## config.mk

```make
export PLATFORM = sky130hd
export DESIGN_NAME = conv_encoder_n_flat
export DESIGN_NICKNAME = d
export VERILOG_FILES = /design/src/rtl/conv_pkg.sv /design/src/rtl/conv_encoder_n_if.sv /design/src/rtl/conv_parity.sv /design/src/rtl/conv_encoder_n.sv /design/src/flat_wrapper.sv
export SDC_FILE = /design/constraint.sdc
export NUM_CORES = 1
export LEC_CHECK = 0
export CAP_MARGIN = 15
export CORE_AREA = 2 2 39 41
export DETAILED_ROUTE_END_ITERATION = 10
export DIE_AREA = 0 0 41 43
export PLACE_DENSITY = 0.65
export SYNTH_ARGS = -nofsm -noshare
export SYNTH_HDL_FRONTEND = slang
export SYNTH_SLANG_ARGS = --single-unit
export TNS_END_PERCENT = 20
```

## constraint.sdc

```tcl
create_clock -name clk -period 1.5 [get_ports clk]
set_input_delay 0.225 -clock clk [delete_from_list [all_inputs] [get_ports clk]]
set_output_delay 0.225 -clock clk [all_outputs]
set_load 0.02 [all_outputs]
```

## src/rtl/conv_pkg.sv

```systemverilog
// Shared constants and FSM encoding for the rate-1/N convolutional encoder.
package conv_pkg;
    localparam int K_DEF = 3;
    localparam int N_DEF = 2;
    localparam int K_MIN = 3;
    localparam int K_MAX = 9;
    localparam int N_MIN = 2;
    localparam int N_MAX = 4;

    // G[j] = G[j*K +: K]; bit K-1 of each generator taps the newest input.
    localparam logic [N_DEF*K_DEF-1:0] G_DEF = {3'b101, 3'b111};

    typedef enum logic {
        DATA = 1'b0,
        TAIL = 1'b1
    } state_e;
endpackage

```

## src/rtl/conv_encoder_n_if.sv

```systemverilog
// Input bit stream plus serial coded output stream, both valid/ready.
interface conv_encoder_n_if;
    logic in_bit;
    logic in_valid;
    logic in_last;
    logic in_ready;
    logic out_bit;
    logic out_valid;
    logic out_last;
    logic out_ready;

    modport slave (
        input  in_bit, in_valid, in_last, out_ready,
        output in_ready, out_bit, out_valid, out_last
    );

    modport master (
        output in_bit, in_valid, in_last, out_ready,
        input  in_ready, out_bit, out_valid, out_last
    );
endinterface

```

## src/rtl/conv_parity.sv

```systemverilog
// Combinational codeword generation: c[j] = XOR-reduce(G[j] & v).
module conv_parity
    import conv_pkg::*;
#(
    parameter int              K = K_DEF,
    parameter int              N = N_DEF,
    parameter logic [N*K-1:0]  G = G_DEF
) (
    input  logic [K-1:0] i_v,
    output logic [N-1:0] o_c
);
    for (genvar j = 0; j < N; j++) begin : g_gen
        assign o_c[j] = ^(G[j*K +: K] & i_v);
    end
endmodule

```

## src/rtl/conv_encoder_n.sv

```systemverilog
// Rate-1/N convolutional encoder with optional zero-tail termination and a
// one-symbol serializer that keeps the output gapless at one bit per cycle.
module conv_encoder_n
    import conv_pkg::*;
#(
    parameter int              K         = K_DEF,
    parameter int              N         = N_DEF,
    parameter logic [N*K-1:0]  G         = G_DEF,
    parameter int              TERMINATE = 1
) (
    input  logic              clk,
    input  logic              rst,
    conv_encoder_n_if.slave   bus
);
    localparam int              IDX_W    = $clog2(N);
    localparam int              TC_W     = $clog2(K);
    localparam logic [IDX_W-1:0] IDX_LAST = IDX_W'(N - 1);
    localparam logic [TC_W-1:0]  TC_LAST  = TC_W'(K - 2);

    if (K < K_MIN || K > K_MAX || N < N_MIN || N > N_MAX ||
        TERMINATE < 0 || TERMINATE > 1) begin : g_bad_param
        $error("conv_encoder_n: K, N or TERMINATE out of range");
    end

    state_e           r_state;
    state_e           w_state_nxt;
    logic [K-2:0]     r_s;
    logic [N-1:0]     r_buf;
    logic             r_full;
    logic [IDX_W-1:0] r_idx;
    logic [TC_W-1:0]  r_tcnt;
    logic             r_fin;

    logic             w_can_load;
    logic             w_load;
    logic             w_final;
    logic             w_x;
    logic             w_in_ready;
    logic [K-1:0]     w_v;
    logic [N-1:0]     w_c;

    // A new symbol may enter as the last bit of the current one drains.
    assign w_can_load = !r_full || (bus.out_ready && r_idx == IDX_LAST);
    assign w_v        = {w_x, r_s};

    conv_parity #(.K(K), .N(N), .G(G)) u_parity (
        .i_v (w_v),
        .o_c (w_c)
    );

    always_ff @(posedge clk) begin
        if (rst) r_state <= DATA;
        else     r_state <= w_state_nxt;
    end

    always_comb begin
        w_state_nxt = r_state;
        w_in_ready  = 1'b0;
        w_load      = 1'b0;
        w_final     = 1'b0;
        w_x         = 1'b0;
        case (r_state)
            DATA: begin
                w_in_ready = w_can_load;
                w_x        = bus.in_bit;
                w_load     = bus.in_valid && w_can_load;
                if (w_load && bus.in_last) begin
                    if (TERMINATE != 0) w_state_nxt = TAIL;
                    else                w_final     = 1'b1;
                end
            end
            TAIL: begin
                w_load = w_can_load;
                if (w_load && r_tcnt == TC_LAST) begin
                    w_final     = 1'b1;
                    w_state_nxt = DATA;
                end
            end
            default: w_state_nxt = DATA;
        endcase
    end

    always_ff @(posedge clk) begin
        if (rst) begin
            r_s    <= '0;
            r_buf  <= '0;
            r_full <= 1'b0;
            r_idx  <= '0;
            r_tcnt <= '0;
            r_fin  <= 1'b0;
        end else begin
            if (w_load) begin
                r_buf  <= w_c;
                r_full <= 1'b1;
                r_idx  <= '0;
                r_fin  <= w_final;
                // Final symbol of a frame returns the trellis to the zero state.
                r_s    <= w_final ? '0 : {w_x, r_s[K-2:1]};
            end else if (r_full && bus.out_ready) begin
                if (r_idx == IDX_LAST) begin
                    r_full <= 1'b0;
                    r_idx  <= '0;
                end else begin
                    r_idx  <= r_idx + IDX_W'(1);
                end
            end
            if (r_state == TAIL && w_load)
                r_tcnt <= (r_tcnt == TC_LAST) ? '0 : r_tcnt + TC_W'(1);
        end
    end

    assign bus.in_ready  = w_in_ready;
    assign bus.out_valid = r_full;
    assign bus.out_bit   = r_full & r_buf[r_idx];
    assign bus.out_last  = r_full & r_fin & (r_idx == IDX_LAST);
endmodule

```

## src/flat_wrapper.sv

```systemverilog
// flat-port wrapper written by rule: the top's interface ports become plain ports
module conv_encoder_n_flat import conv_pkg::*;
#(
    parameter int              K         = K_DEF,
    parameter int              N         = N_DEF,
    parameter logic [N*K-1:0]  G         = G_DEF,
    parameter int              TERMINATE = 1
)
  (clk, rst, bus_in_bit, bus_in_valid, bus_in_last, bus_out_ready, bus_in_ready, bus_out_bit, bus_out_valid, bus_out_last);
  conv_encoder_n_if bus_i ();
  input  logic clk;
  input  logic rst;
  input wire logic [$bits(bus_i.in_bit)-1:0] bus_in_bit;
  input wire logic [$bits(bus_i.in_valid)-1:0] bus_in_valid;
  input wire logic [$bits(bus_i.in_last)-1:0] bus_in_last;
  input wire logic [$bits(bus_i.out_ready)-1:0] bus_out_ready;
  output wire logic [$bits(bus_i.in_ready)-1:0] bus_in_ready;
  output wire logic [$bits(bus_i.out_bit)-1:0] bus_out_bit;
  output wire logic [$bits(bus_i.out_valid)-1:0] bus_out_valid;
  output wire logic [$bits(bus_i.out_last)-1:0] bus_out_last;
  assign bus_i.in_bit = bus_in_bit;
  assign bus_i.in_valid = bus_in_valid;
  assign bus_i.in_last = bus_in_last;
  assign bus_i.out_ready = bus_out_ready;
  assign bus_in_ready = bus_i.in_ready;
  assign bus_out_bit = bus_i.out_bit;
  assign bus_out_valid = bus_i.out_valid;
  assign bus_out_last = bus_i.out_last;
  conv_encoder_n #(.K(K), .N(N), .G(G), .TERMINATE(TERMINATE)) u_core (.clk(clk), .rst(rst), .bus(bus_i));
endmodule
```

==> impl_metrics.tcl, run 1 <==
set metrics [dict create \
    h-tree-depth 1 \
    firstDrtPassIters 4 \
    synth_top_cell_area_share_pct 41.3 \
    syn_nets 58 \
    final_cell_area_sq_um 648 \
    route.detailed.drc 0 \
    synth_edf_count 0 \
    seq_area_frac_synth_pct 41.3 \
    gp_congestion 0.770 \
    hold_viol 0 \
    drv_slew 0 \
    ys_warn_count 0 \
    viasPerCell 5.14 \
    yosysMostFrequentCell "dfxtp_1" \
    worstSetupPathType "in -> out" \
    cts_setup_buffers 0 \
    total_power_w 0.000655 \
    fmax_mhz 685 \
    fin_crit_sh_pct 97.3 \
    grt_pass1_vias 401 \
    drive_above_1_share_pct 25.0 \
    synth_top_cells_by_count "dfxtp_1 (10), a21oi_1 (5), nor2_1 (5)" \
    cts_root_buf "clkbuf_4" \
    start_util_pct 35.0 \
    fin_worst_skew_ns 0.000962 \
    area_growth_pct 33.9 \
    slew_headroom_pct 83.5 \
    setup_tns_ns 0 \
    cpLargestDelayFamily "buffers and inverters" \
    dieArea_sq_mm 0.00176 \
    dpl.hpwl_um 677 \
    place_ws_ns -0.243 \
    portBuffers 9 \
    worst_slew_pin_slew_ns 0.246 \
    grt_use_total_pct 13.5 \
    synthArstFlopShare_pct 0 \
    design.core.area_sq_mm 0.00138 \
    antenna_found_initial 0 \
    cap_violations 0 \
    n_fill_cell 142 \
    setup_viol 0 \
    hp-class "reg -> reg" \
    insertedDiodeCount 0 \
    io_pins 10 \
    cts_buffers 3 \
    vias 432 \
    grt_pass1_wl_um 1620 \
    rsz0062_at_grt "no" \
    grt-ovfl-total 0 \
    cpPeakStageDelay_ns 0.52 \
    drt-total-wl_um 942 \
    grt_max_degree 10 \
    crit_arrival_ns 1.23 \
    yosys_most_used_dff "dfxtp_1" \
    p_leak_nw 0.253 \
    layout_setup_ws_ns 0.0407 \
    crit_chain "clkdlybuf4s50_1, a21boi_2, nor2_1, dlygate4sd2_1" \
    cts_resized 4 \
    vdd_drop_max_mv 0.570 \
    place_area_sq_um 616 \
    syn_area_per_cell_sq_um 9.31 \
    status "complete, no violations" \
    cts.sinks 10 \
    clockBufferDepth 2 \
    nets 75 \
    reg2reg_slack_ns 0.30 \
    cts-hold-fix-buffers 0 \
    critPathRequiredTime_ns 1.27 \
    dieWidth_um 41 \
    clkTransAtPathRegs_ns 0.06 \
    cts_tree "done" \
    critPathLaunchType "input pin" \
    insertion_delay_ns 0.27 \
    crit_fanout 3 \
    synth_seq_cells 10 \
    wl_per_cell_um 11.2 \
    drt_iter0_drc 22 \
    yosys-top-cells-area "dfxtp_1 (41%), a21oi_1 (5.2%), xnor3_2 (4.9%)" \
    period_minus_slack_ns 1.46 \
    synth_cell_types 27 \
    syn_area_sq_um 484 \
    fin_hold_ws_ns 0.463 \
    crit_buf_inv 2 \
    critPathSlowestCell "clkdlybuf4s50_1" \
    ant_nets 0 \
    cp-end-kind "output pin" \
    synthesis.instances 52 \
    powerDensity_mw_per_mm2 1010 \
    die_h_um 43 \
    yosys.area.top_type "dfxtp_1" \
    row_count 14 \
]
-- per-stage QoR --
step	util, %	std cells
2_1_floorplan	-	52
3_3_place_gp	44.5	80
3_5_place_dp	44.5	80
4_1_cts	46.7	84
5_1_grt	46.8	84
6_report	46.8	84
-- final timing paths --
path                            cells after the start          endpoint                 start
worst max-delay path                                4      bus_in_ready         bus_out_ready
worst min-delay path                                2  u_core.r_tcnt[1]      u_core.r_tcnt[1]
worst max register to register                      4   u_core.r_buf[0]  u_core.bus.out_valid
worst min register to register                      2  u_core.r_tcnt[1]      u_core.r_tcnt[1]
-- cell usage in the layout (no fill, tap or decap), drive strengths merged --
cell,count
dfxtp,10
nor2,5
a21oi,5
clkdlybuf4s50,5
o21ai,4
dlygate4sd2,4
buf,4
clkbuf,4
or3,2
nand4,2
a211oi,2
inv,2
nor3,2
mux2i,1
nor2b,1
and3,1
a21boi,1
or2b,1
and2b,1
xnor3,1
o22ai,1
a21bo,1
or2,1
nand3b,1
xnor2,1
nand2b,1
nand2,1
xor2,1
nand3,1
a311oi,1
-- power by group --
group          leakage [nW]  total [W]  switching [W]  internal (W)
combinational         0.149   0.000119      0.0000568     0.0000619
sequential           0.0822   0.000293      0.0000116      0.000281
clock                0.0210   0.000244      0.0000960      0.000148
total                 0.253   0.000655       0.000164      0.000491
-- metal layers --
| metal | track usage, % | wire length [um] | share of wire [%] | vias up |
|---|---|---|---|---|
| met4 | 10.0 | 19 | 2.0 | 0 |
| met5 | 0 | 0 | 0 | - |
| met3 | 1.57 | 33 | 3.5 | 4 |
| met2 | 19.7 | 481 | 51 | 15 |
| met1 | 17.2 | 408 | 43 | 192 |
| li1 | - | - | - | 221 |
-- tightest hold or removal path, cell delays in order (launching register included) --
cell	delay, ns
dfxtp_1	0.33
inv_1	0.06
a311oi_1	0.03
-- flip-flops by register name (all words and copies together), names as in the netlist --
signal / cells
u_core.r_fin: 1
u_core.r_idx: 1
u_core.r_s: 2
u_core.r_buf: 2
u_core.bus.out_valid: 1
u_core.r_state: 1
u_core.r_tcnt: 2
-- cell families after synthesis --
group / Yosys count / share of synthesized area (%)
buffers and inverters: 3 / 3.36
AOI/OAI and AO/OA: 15 / 21.2
muxes: 1 / 2.07
and+or+nand+nor: 20 / 23.5
DFF: 10 / 41.3
xor gates and xnor gates: 3 / 8.53
-- final cells by class --
type,count,area [sq um],area share [%]
clock buffer,4,36.3,5.60
inverter,2,7.51,1.16
multi-input combinational,39,268,41.3
sequential,10,201,31.1
tap,16,20.0,3.09
timing repair buffer,13,115,17.8
Note: power is estimated with default switching activity, not from simulation.
==> run 2: changes to the inputs <==
--- a/config.mk
+++ b/config.mk
@@ -7,9 +7,11 @@
 export LEC_CHECK = 0
 export CAP_MARGIN = 15
 export CORE_AREA = 2 2 39 41
+export CTS_CLUSTER_SIZE = 10
 export DETAILED_ROUTE_END_ITERATION = 10
 export DIE_AREA = 0 0 41 43
 export PLACE_DENSITY = 0.65
+export SLEW_MARGIN = 20
 export SYNTH_ARGS = -nofsm -noshare
 export SYNTH_HDL_FRONTEND = slang
 export SYNTH_SLANG_ARGS = --single-unit
==> results of run 2 <==
Final layout, timing and power as in run 1 (identical DEF).
